$ cat src/rtl/async_event_sched.sv
// ---------------------------------------------------------------------------
// async_event_sched
// Serialises N asynchronous request lines into one valid/ready event stream.
// Each line has a two-flop synchroniser, a third flop for edge detection, and
// a pending bit. A round-robin arbiter loads pending lines into a single
// output slot that carries the line index.
//
// Optional feature macro: ASYNC_EVT_BOTHEDGE_EN
//   defined   -> both rising and falling edges produce events
//   undefined -> rising edges only
//
// Ports:
//   CLK_I        system clock, rising edge
//   RST_N_I      synchronous active-low reset
//   REQ_I[N]     asynchronous request lines
//   EVT_VALID_O  output slot holds an event
//   EVT_READY_I  consumer accepts the event when valid & ready
//   EVT_IDX_O    index of the line that produced the event
//   PEND_O[N]    registered pending bits
//   OVF_O[N]     sticky per-line overflow flags
//   OVF_CLR_I    clears all overflow flags (a same-cycle set wins)
//
// REQ_I to r_s1 is an asynchronous crossing; constrain it as timing-ignore.
// ---------------------------------------------------------------------------
module async_event_sched #(
  parameter int unsigned N    = 4,
  parameter int unsigned IDXW = 2
) (
  input  logic            CLK_I,
  input  logic            RST_N_I,
  input  logic [N-1:0]    REQ_I,
  output logic            EVT_VALID_O,
  input  logic            EVT_READY_I,
  output logic [IDXW-1:0] EVT_IDX_O,
  output logic [N-1:0]    PEND_O,
  output logic [N-1:0]    OVF_O,
  input  logic            OVF_CLR_I
);

  // Synchroniser stages; s1/s2 must stay discrete flops placed together.
  (* ASYNC_REG = "TRUE", SHREG_EXTRACT = "NO" *) logic [N-1:0] r_s1;
  (* ASYNC_REG = "TRUE", SHREG_EXTRACT = "NO" *) logic [N-1:0] r_s2;
  logic [N-1:0]    r_s3;

  logic [N-1:0]    r_pend;
  logic [N-1:0]    r_ovf;
  logic [IDXW-1:0] r_ptr;
  logic            r_valid;
  logic [IDXW-1:0] r_idx;

  logic [N-1:0]    w_edge;
  logic            w_found;
  logic [IDXW-1:0] w_winner;
  logic [IDXW-1:0] w_cand;
  logic            w_load;
  logic [N-1:0]    w_load_mask;
  logic [N-1:0]    w_ovf_set;
  logic [IDXW-1:0] w_ptr_next;

  // Modulo-N increment of an index by an offset smaller than N.
  function automatic logic [IDXW-1:0] wrap_add(input logic [IDXW-1:0] base,
                                               input int unsigned     off);
    int unsigned s;
    s = 32'(base) + off;
    if (s >= N) s = s - N;
    return IDXW'(s);
  endfunction

  // Edge detector on the synchronised level.
`ifdef ASYNC_EVT_BOTHEDGE_EN
  assign w_edge = r_s2 ^ r_s3;
`else
  assign w_edge = r_s2 & ~r_s3;
`endif

  // Round-robin search: first pending bit at ptr, ptr+1, ... wrapping.
  always_comb begin
    w_found  = 1'b0;
    w_winner = '0;
    w_cand   = '0;
    for (int unsigned k = 0; k < N; k++) begin
      w_cand = wrap_add(r_ptr, k);
      if (!w_found && r_pend[w_cand]) begin
        w_found  = 1'b1;
        w_winner = w_cand;
      end
    end
  end

  // Slot is loadable when empty or being drained this cycle.
  assign w_load      = (!r_valid || EVT_READY_I) && w_found;
  assign w_load_mask = w_load ? (N'(1) << w_winner) : '0;
  // A new edge on a line that stays pending would be lost.
  assign w_ovf_set   = w_edge & r_pend & ~w_load_mask;
  assign w_ptr_next  = wrap_add(w_winner, 1);

  // Synchroniser and edge history.
  always_ff @(posedge CLK_I) begin
    if (!RST_N_I) begin
      r_s1 <= '0;
      r_s2 <= '0;
      r_s3 <= '0;
    end else begin
      r_s1 <= REQ_I;
      r_s2 <= r_s1;
      r_s3 <= r_s2;
    end
  end

  // Pending bits, overflow flags, arbiter pointer and output slot.
  always_ff @(posedge CLK_I) begin
    if (!RST_N_I) begin
      r_pend  <= '0;
      r_ovf   <= '0;
      r_ptr   <= '0;
      r_valid <= 1'b0;
      r_idx   <= '0;
    end else begin
      // Edge on the line being loaded re-queues it instead of overflowing.
      r_pend <= (r_pend & ~w_load_mask) | w_edge;
      r_ovf  <= (OVF_CLR_I ? '0 : r_ovf) | w_ovf_set;
      if (w_load) begin
        r_valid <= 1'b1;
        r_idx   <= w_winner;
        r_ptr   <= w_ptr_next;
      end else if (EVT_READY_I) begin
        r_valid <= 1'b0;
      end
    end
  end

  assign EVT_VALID_O = r_valid;
  assign EVT_IDX_O   = r_idx;
  assign PEND_O      = r_pend;
  assign OVF_O       = r_ovf;

endmodule

$ cat config.mk
export PLATFORM = sky130hd
export DESIGN_NAME = async_event_sched
export DESIGN_NICKNAME = d
export VERILOG_FILES = /design/src/rtl/async_event_sched.sv
export SDC_FILE = /design/constraint.sdc
export NUM_CORES = 1
export LEC_CHECK = 0
export ABC_AREA = 1
export CORE_AREA = 5 5 61 63
export DETAILED_ROUTE_END_ITERATION = 10
export DIE_AREA = 0 0 66 68
export PLACE_DENSITY = 0.67
export REMOVE_ABC_BUFFERS = 1
export SYNTH_ARGS = -nofsm -noshare
export SYNTH_HDL_FRONTEND = slang
export SYNTH_SLANG_ARGS = --single-unit
export TNS_END_PERCENT = 10
$ cat constraint.sdc
create_clock -name CLK_I -period 1.63 [get_ports CLK_I]
set_input_delay 0.2445 -clock CLK_I [delete_from_list [all_inputs] [get_ports CLK_I]]
set_output_delay 0.2445 -clock CLK_I [all_outputs]
set_load 0.02 [all_outputs]
# Yosys cells after proc, flatten, opt, wreduce, memory -nomap -nowiden
# Index checks and enable logic that the tools add are counted.
# totals
reg_bits	25
inputBits	8
out_inout_bits	11
word_cells	70
# op_classes
n_addsub	9
magnitude_cmp	9
n_shift	1
muxes	25
bitwise_logic	8
reduce_logical	10
# ops
op	n
$mux W2	9
$and A4 B4 Y4	4
$ge A3 B3 Y1 const B	4
$lt A2 B3 Y1 const B	4
$mux W1	10
$sub A2 B1 Y2 const B	5
$bmux W1 S2	4
$mux W4	2
$not A4 Y4	2
$or A4 B4 Y4	2
$add A2 B1 Y3 const B	2
$add A2 B2 Y3 const B	2
$logic_and A1 B1 Y1	4
$logic_not A1 Y1	4
$shl A1 B2 Y4 const A	1
$ge A2 B3 Y1 const B	1
$reduce_bool A2 Y1	1
$logic_or A1 B1 Y1	1

# Depth between registers and ports, before layout
# Gate-level depths: netlist (run 1).
# logic_depth
word_depth	19
mapped_depth	15
depth_no_buf	14

# Worst setup path after synthesis (run 1)
# OpenSTA, ideal clock, no wires.
# synth_timing
path_kind	register to register
start	register r_pend[2] (netlist: PEND_O[2])
end	register r_pend[3] (netlist: PEND_O[3])
setup_time_ns	0.121
arrival_ns	1.376
t_required_ns	1.509
slack_ns	0.133
path_stages_with_launch	14
path_buffers	0
period_less_slack_ns	1.497
path_cell_list	dfxtp_1 > inv_1 > nand2_1 > nand2_2 > nand2_1 > nand2_2 > nand2_2 > nand2_1 > nand2_1 > nand2_2 > nor2_4 > nand2_1 > nand2_1 > a21oi_1
# synth_via
elab_chain_len	17
word_cells_on_any_way	28
classes_between	1 x shift; 17 x mux; 3 x bitwise; 7 x reduce/logical
# synth_rtl
item	line	rtl
from (decl)	45	logic [N-1:0] r_pend;
from (signal assigned)	120	r_pend <= (r_pend & ~w_load_mask) | w_edge;
$bmux W1 S2	83	if (!w_found && r_pend[w_cand]) begin
$mux W1 (not written as such)	83	
$mux W1	83	
$logic_not A1 Y1	83	
$logic_and A1 B1 Y1	83	
$mux W1	83	
$logic_not A1 Y1	83	
$logic_and A1 B1 Y1	83	
$mux W1	83	
$logic_not A1 Y1	83	
$logic_and A1 B1 Y1	83	
$mux W2 or $mux W1 (tied branches)	83	
$shl A1 B2 Y4 or $logic_and A1 B1 Y1 (tied branches)	92, 91	
$mux W4 *	92	assign w_load_mask = w_load ? (N'(1) << w_winner) : '0;
$not A4 Y4 *	120	
$and A4 B4 Y4 *	120	
$or A4 B4 Y4 *	120	
# Mark *: on every way between the ends. The rest lies on a longest branch, timed or not. The select of a mux whose other input is x is not followed.
# A chain may end at the register's enable or synchronous reset.

# Worst setup path after layout (run 1)
# layout_timing
start	register r_ptr[0]
end	register r_ovf[1] (netlist: OVF_O[1])
# layout_via
elab_chain_len	19
word_cells_on_any_way	43
classes_between	7 x add/sub; 4 x order compare; 1 x shift; 21 x mux; 3 x bitwise; 7 x reduce/logical
# layout_rtl
item	line	rtl
from (decl)	47	logic [IDXW-1:0] r_ptr;
from (signal assigned)	125	r_ptr <= w_ptr_next;
branches (longest 15 deep; another with $add A2 B1 Y3)	--	
$mux W4 *	92	
$not A4 Y4 *	94	assign w_ovf_set = w_edge & r_pend & ~w_load_mask;
$and A4 B4 Y4 *	94	
$or A4 B4 Y4 *	121	r_ovf <= (OVF_CLR_I ? '0 : r_ovf) | w_ovf_set;
to (signal assigned)	121	
to (decl)	46	logic [N-1:0] r_ovf;
# Every way passes the cells marked *. The select of a mux whose other input is x is not followed.

==> results of run 1 <==
## tightest hold or removal path: cells and delay by family (launching register included)
kind,cells,cell delay (ns)
and+or+nand+nor,1,0.05
buffers and inverters,1,0.03
DFF,1,0.32
## cells in the mapped netlist
cell type	n
inv_2	1
inv_1	28
nand4_1	1
dfxtp_1	25
nand2_4	1
inv_6	1
inv_4	1
nor2_1	9
a21oi_1	10
nor2_2	1
nand2_1	63
buf_6	2
a211oi_1	1
nor2_4	3
o21ai_0	2
clkinv_1	1
nand2_2	10
nand3_2	3
nand3_1	8
a21boi_1	1
## registers in the layout, summed over array words and instances (netlist names)
register	count
EVT_IDX_O	2
EVT_VALID_O	1
OVF_O	4
PEND_O	4
r_ptr	2
r_s1	4
r_s2	4
r_s3	4
## metal layers
metal  GRT usage, %  up-vias
li1               -      575
met1           12.9      470
met2           20.0       12
met3           2.13        2
met4           3.05        0
met5              0        -
## cell families after synthesis
kind of cell           after synthesis
AOI/OAI and AO/OA                   14
buffers and inverters               34
DFF                                 25
and+or+nand+nor                     99
## repair_timing
action | in CTS | in global routing
pin swaps | 0 | 6
cloned | 0 | 1
resized for setup | 2 | 32
endpoints found under the setup margin | 2 | 14
endpoints found under the hold margin | 0 | 0
## power breakdown
part           total (uW)  switching, uW  internal [uW]
Clock                 267            175           91.5
Sequential            735           47.5            687
Combinational        1290            791            501
## area by class of cell
| type | instances | share of cell area [%] |
|---|---|---|
| well taps | 46 | 3.54 |
| repair buffers | 27 | 17.1 |
| inverters | 32 | 8.17 |
| clock inverters | 1 | 0.308 |
| flip-flops and latches | 25 | 31.2 |
| clock buffers | 3 | 1.39 |
| multi-input cells | 113 | 38.3 |
## through the flow
stage	setup TNS [ns]	hold WS (ns)	instances	util (%)
finish	0	0.420	247	51.1
global route	-0.365	0.429	247	51.1
CTS	0	0.430	246	47.1
detailed placement	0	0.405	242	46.4
global placement	0	0.393	242	46.4
floorplan	0	0.338	170	-
## path summary, 6_finish.rpt
path                 start        to  slack [ns]  cells past startpoint
hold reg to reg    r_s1[0]   r_s2[0]        0.42                      2
setup reg to reg  r_ptr[0]  OVF_O[1]        0.03                     13
hold / removal     r_s1[0]   r_s2[0]        0.42                      2
setup / recovery  r_ptr[0]  OVF_O[1]        0.03                     13
==> metrics.yaml, run 1 <==
status: "completed"
synth.top_cell.area_share_pct: 42.2
slew_viol_final: 0
p_per_area_mw_per_mm2: 1410
end_kind: "register"
synthMuxAreaShare_pct: 0
ctsRootBufferMaster: "clkbuf_4"
clock_sinks: 25
clockBufferDepth: 2
wl_met1_mm: 1.06
cts.clk_slew.worst_paths_ns: 0.13
wirelength_mm: 2.43
final_layout_size_suffix_gt1_share_pct: 28.9
min_period_over_period_pct: 98.1
skew_ns: 0.00655
wire_per_inst_microns: 9.85
drt_iter0_drc: 25
yosys-top-cells-area: "dfxtp_1 (42%), nand2_1 (20%), inv_1 (8.9%), nand2_2 (5.3%), a21oi_1 (4.2%)"
diodes: 0
avgSynthCellArea_sq_um: 6.90
grt_max_degree: 16
cts_hold_buf: 0
multi_input_area_sq_um: 622
wl_met3_microns: 83
ant_nets: 0
synth.ff_latch_count: 25
relSlewSlack_pct: 84.8
synth_area_leader_cell: "dfxtp_1"
fin_area_sq_mm: 0.00162
tightest_slew_ns: 0.226
place_hpwl_mm: 1.88
final.fill_count: 320
grt_pass1_wl_mm: 3.86
worst_ep_required_time_ns: 1.85
wl_met2_mm: 1.27
portBuffers: 18
hold_class: "register to register"
via_per_inst: 4.29
nets: 210
grt_overflow_total: 0
worstPathMaxFanout: 10
maxCapViolCount: 0
fp-row-count: 21
die_y_microns: 68
ios: 19
path_cells: "buf_12 > inv_8 > nand2_1 > nand2_2 > nand2_2 > nand2_2 > nand2_2 > nand3_2 > nand2_4 > nor2_4 > nand2_2 > nand2_1 > a21oi_2"
htree_levels: 1
final_common_cell: "nand2_1"
synth-simple-area-share_pct: 38.8
crit_buf_inv: 2
grt_pass1_vias: 965
final_cell_mix: "nand2_1 (53), inv_1 (27), dfxtp_1 (22), nand2_2 (18), clkdlybuf4s50_1 (15)"
antenna_found_initial: 0
worst_path_largest_cell_delay_ns: 0.38
die-area_sq_mm: 0.00449
synthAdderAreaFrac_pct: 0
rsz0062_at_grt: "yes"
regArea_sq_um: 507
num_vias: 1059
netlist_area_sq_mm: 0.00119
yosys_warnings: 0
cts_made_buffers: 3
hold_viol_final: 0
cpLargestDelayFamily: "simple AND/OR/NAND/NOR gates"
place_area_sq_mm: 0.00147
drc: 0
gr-usage-all-layers_pct: 10.9
yosysSeqAreaShare_pct: 42.2
start_kind: "register"
timing.fmax_ghz: 0.626
fin_ws_ns: 0.0314
slowest_stage: "dfxtp_4"
finalSetupViolations: 0
leakage_uw: 0.000799
crit_path_frequent_cell: "nand2_2"
min_period_ns: 1.60
ir_worst_vdd_uv: 674
finalPower_uw: 2290
clkLatencyLatePin_ns: 0.31
initial_core_util_pct: 37.3
netlist_instances: 172
ys_types: 20
synth_compound_area_share_pct: 6.33
routed.top_layer: "met4"
fp.coreArea_sq_mm: 0.00318
area_growth_pct: 36.9
gp_congestion: 0.810
drtPass1Iterations: 4
critPathKind: "register to register"
cts_tree: "done"
post-place-ws_ns: 0.0340
die_width_microns: 66
post-cts-setup-buffers: 0
synth-xor-area-share_pct: 0
synth_top_family_by_area: "simple AND/OR/NAND/NOR gates"
worstPathArrival_ns: 1.82
Power figures use the tool's default switching activity.
==> inputs of run 2 (changes only) <==
Settings changed: CORE_AREA 5 5 61 63 to 5 5 65 67, DIE_AREA 0 0 66 68 to 0 0 70 72, PLACE_DENSITY 0.67 to 0.6.
==> metrics.yaml, run 2 (same netlist as run 1, synthesis figures left out) <==
portBuffers: 18
diodes: 0
num_vias: 1091
slew_viol_final: 0
switching_power_uw: 1030
final_layout_size_suffix_gt1_share_pct: 29.7
grt_overflow_total: 0
finalSetupViolations: 0
skew_ns: 0.00266
hold_depth: 2
end_kind: "register"
p_comb_share_pct: 56.5
ir_worst_vdd_uv: 717
die-area_sq_mm: 0.00504
fp.coreArea_sq_mm: 0.00358
timing.fmax_ghz: 0.639
p_per_area_mw_per_mm2: 1420
min_period_ns: 1.56
drtPass1Iterations: 4
cts_made_buffers: 3
fin_cells: 250
die_y_microns: 72
cts.clk_slew.worst_paths_ns: 0.13
place_area_sq_mm: 0.00148
antenna_found_initial: 0
worstPathArrival_ns: 1.79
worst_ep_required_time_ns: 1.86
critPathKind: "register to register"
seqPwrFrac_pct: 32.0
rsz0062_at_grt: "yes"
grt_pass1_wl_mm: 4.28
grt_max_degree: 16
start_kind: "register"
hold_viol_final: 0
regArea_sq_um: 508
area_growth_pct: 37.0
leakage_uw: 0.000832
hold_class: "register to register"
internal-power_uw: 1270
drt_iter0_drc: 32
die_width_microns: 70
clockBufferDepth: 2
fp-row-count: 22
grt_pass1_vias: 1018
power.share.clock_pct: 11.5
gr-usage-all-layers_pct: 10.5
final.fill_count: 384
drc: 0
place_hpwl_mm: 2.05
nets: 211
fin_area_sq_mm: 0.00163
htree_levels: 1
worstPathMaxFanout: 10
status: "completed"
gp_congestion: 0.873
wirelength_mm: 2.66
ctsRootBufferMaster: "clkbuf_4"
ant_nets: 0
cts_tree: "done"
final_cell_mix: "nand2_1 (46), inv_1 (27), dfxtp_1 (21), nand2_2 (19), clkdlybuf4s50_1 (14)"
initial_core_util_pct: 33.1
netSwitchingFraction_pct: 44.8
wire_per_inst_microns: 10.6
clkLatencyLatePin_ns: 0.31
cts_hold_buf: 0
multi_input_area_sq_um: 636
via_per_inst: 4.36
clock_sinks: 25
relSlewSlack_pct: 84.7
min_period_over_period_pct: 96.0
final_common_cell: "nand2_1"
maxCapViolCount: 0
r2r_cells: 14
dp_cells: 246
tightest_slew_ns: 0.228
post-place-ws_ns: 0.0153
fin_ws_ns: 0.0654
ios: 19
## run 2: changes by cell type in the layout (fill, tap and decap cells not counted), moves of 2 or more
cell / previous run / this run
nand2_1: 53 / 46
buf_6: 0 / 2
nand2_4: 3 / 9
a21oi_1: 6 / 10
a21oi_2: 4 / 0
## run 2: final timing paths
| kind | start | to | slack, ns |
|---|---|---|---|
| max | r_ptr[0] | r_ptr[1] | 0.07 |
| min | r_s1[1] | r_s2[1] | 0.42 |
| max reg2reg | r_ptr[0] | r_ptr[1] | 0.07 |
| min reg2reg | r_s1[1] | r_s2[1] | 0.42 |
## run 2: metal layers
layer | vias to the layer above | global-route usage [%] | routed length (microns)
li1 | 575 | - | -
met1 | 499 | 12.5 | 1150
met2 | 15 | 18.3 | 1400
met3 | 2 | 2.08 | 85
met4 | 0 | 4.47 | 20
met5 | - | 0 | 0
## run 2: worst max-delay path, stage by stage, from the launching register on
cell     delay, ns
dfxtp_2       0.37
buf_6         0.12
inv_8         0.05
nand2_2       0.07
nand2_2       0.07
nand2_1       0.06
nand2_1       0.08
nor2_4        0.12
nand3_2       0.10
nand2_4       0.13
inv_4         0.05
nand3_2       0.10
nand3_2       0.06
nand2_1       0.06
inv_1         0.03
## run 2: cell type report
| class | instances | share of cell area, % |
|---|---|---|
| clock inverter | 1 | 0.308 |
| inverter | 32 | 8.16 |
| timing repair buffer | 28 | 16.1 |
| sequential | 25 | 31.3 |
| multi-input combinational | 113 | 39.1 |
| clock buffer | 3 | 1.39 |
| tap | 48 | 3.70 |
## run 2: power by group through the flow
stage                     Clock [uW]  Combinational [uW]  Sequential (uW)
after CTS                        281                1100              723
after floorplan                    0                 732              800
final                            265                1300              737
after global placement             0                1100              735
after detailed placement           0                1100              737
after global routing             310                1440              747
## run 2: metrics by stage
stage	TNS [ns]	util, %	power (uW)	hold slack, ns
detailed placement	0	41.3	1840	0.399
floorplan	0	-	1530	0.338
global placement	0	41.3	1840	0.395
CTS	-0.00211	42.0	2100	0.428
global route	-0.687	45.4	2500	0.439
finish	0	45.4	2300	0.424
## run 2: repair_timing
action,in CTS,in global routing
setup endpoints to repair,4,13
setup buffers,0,0
resized for setup,3,41
hold endpoints to repair,0,0
pin swaps,0,15
==> inputs of run 3 (changes only) <==
Settings changed: GPL_TIMING_DRIVEN set to 1, RECOVER_POWER set to 25.
==> metrics.yaml, run 3 (same netlist as run 1, synthesis figures left out) <==
dp_cells: 246
seqPwrFrac_pct: 32.0
wire_per_inst_microns: 10.6
diodes: 0
crit_start: "r_ptr[0]"
fp-row-count: 22
end_kind: "register"
fin_cells: 250
post-cts-setup-buffers: 0
setup_tns_ns: 0
final.fill_count: 384
die_y_microns: 72
multi_input_area_sq_um: 636
post-place-ws_ns: 0.0153
place_hpwl_mm: 2.05
clock_sinks: 25
grt_overflow_total: 0
area_growth_pct: 37.0
p_per_area_mw_per_mm2: 1420
via_per_inst: 4.36
final_layout_size_suffix_gt1_share_pct: 29.7
relSlewSlack_pct: 84.7
cts_made_buffers: 3
hold_start: "r_s1[1]"
die_width_microns: 70
final_cell_mix: "nand2_1 (46), inv_1 (27), dfxtp_1 (21), nand2_2 (19), clkdlybuf4s50_1 (13)"
grt_pass1_vias: 1018
clkLatencyLatePin_ns: 0.31
portBuffers: 18
grt_max_degree: 16
timing.fmax_ghz: 0.639
slew_viol_final: 0
maxCapViolCount: 0
status: "completed"
drt_iter0_drc: 32
rsz0062_at_grt: "yes"
p_comb_share_pct: 56.5
die-area_sq_mm: 0.00504
grt_pass1_wl_mm: 4.28
final_common_cell: "nand2_1"
internal-power_uw: 1270
gr-usage-all-layers_pct: 10.5
worstPathMaxFanout: 10
switching_power_uw: 1030
power.share.clock_pct: 11.5
finalSetupViolations: 0
hold_viol_final: 0
worst_ep_required_time_ns: 1.86
cts_tree: "done"
cts_hold_buf: 0
ir_worst_vdd_uv: 717
ctsRootBufferMaster: "clkbuf_4"
num_vias: 1091
tightest_slew_ns: 0.228
fin_ws_ns: 0.0654
worstPathArrival_ns: 1.79
drc: 0
fp.coreArea_sq_mm: 0.00358
regArea_sq_um: 508
min_period_ns: 1.56
nets: 211
drtPass1Iterations: 4
min_period_over_period_pct: 96.0
hold_class: "register to register"
htree_levels: 1
wirelength_mm: 2.66
skew_ns: 0.00266
finalPower_uw: 2300
leakage_uw: 0.000832
clockBufferDepth: 2
antenna_found_initial: 0
start_kind: "register"
cts.clk_slew.worst_paths_ns: 0.13
ant_nets: 0
r2r_start: "r_ptr[0]"
netSwitchingFraction_pct: 44.9
ios: 19
gp_congestion: 0.873
initial_core_util_pct: 33.1
critPathKind: "register to register"
-- run 3: routing by layer --
| layer | vias to the layer above | track usage (%) | routed length [microns] |
|---|---|---|---|
| met3 | 2 | 2.08 | 85 |
| li1 | 575 | - | - |
| met5 | - | 0 | 0 |
| met1 | 499 | 12.5 | 1150 |
| met4 | 0 | 4.47 | 20 |
| met2 | 15 | 18.3 | 1400 |
-- run 3: final cells by class --
type                       instances  area share, %
clock buffer                       3           1.39
clock inverter                     1          0.308
sequential                        25           31.3
tap                               48           3.70
timing repair buffer              28           16.1
multi-input combinational        113           39.1
inverter                          32           8.16
-- run 3: path summary, 6_finish.rpt --
kind | end | slack, ns | cells past startpoint
min reg2reg | r_s2[1] | 0.42 | 2
min | r_s2[1] | 0.42 | 2
max reg2reg | r_ptr[1] | 0.07 | 14
max | r_ptr[1] | 0.07 | 14
-- run 3: worst max-delay path, stage by stage, from the launching register on --
cell and delay (ns):
dfxtp_2 0.37, buf_6 0.12, inv_8 0.05, nand2_2 0.07, nand2_2 0.07, nand2_1 0.06
nand2_1 0.08, nor2_4 0.12, nand3_2 0.10, nand2_4 0.13, inv_4 0.05, nand3_2 0.10
nand3_2 0.06, nand2_1 0.06, inv_1 0.03
-- run 3: power groups by stage --
| stage | Sequential [uW] | Clock [uW] | Combinational, uW |
|---|---|---|---|
| after floorplan | 800 | 0 | 732 |
| after global placement | 735 | 0 | 1100 |
| after detailed placement | 737 | 0 | 1100 |
| after CTS | 723 | 281 | 1100 |
| after global routing | 747 | 310 | 1440 |
| final | 737 | 265 | 1300 |
-- run 3: stage by stage --
step	utilization (%)	hold slack, ns	area, sq um
5_1_grt	45.4	0.439	1630
2_1_floorplan	-	0.338	1160
4_1_cts	42.0	0.428	1500
3_3_place_gp	41.3	0.395	1480
6_report	45.4	0.424	1630
3_5_place_dp	41.3	0.399	1480
-- run 3: timing repair --
action,in CTS,in global routing
gates resized for setup,3,41
cloned,0,0
endpoints found under the setup margin,4,13
pin swaps,0,15
hold endpoints to repair,0,0
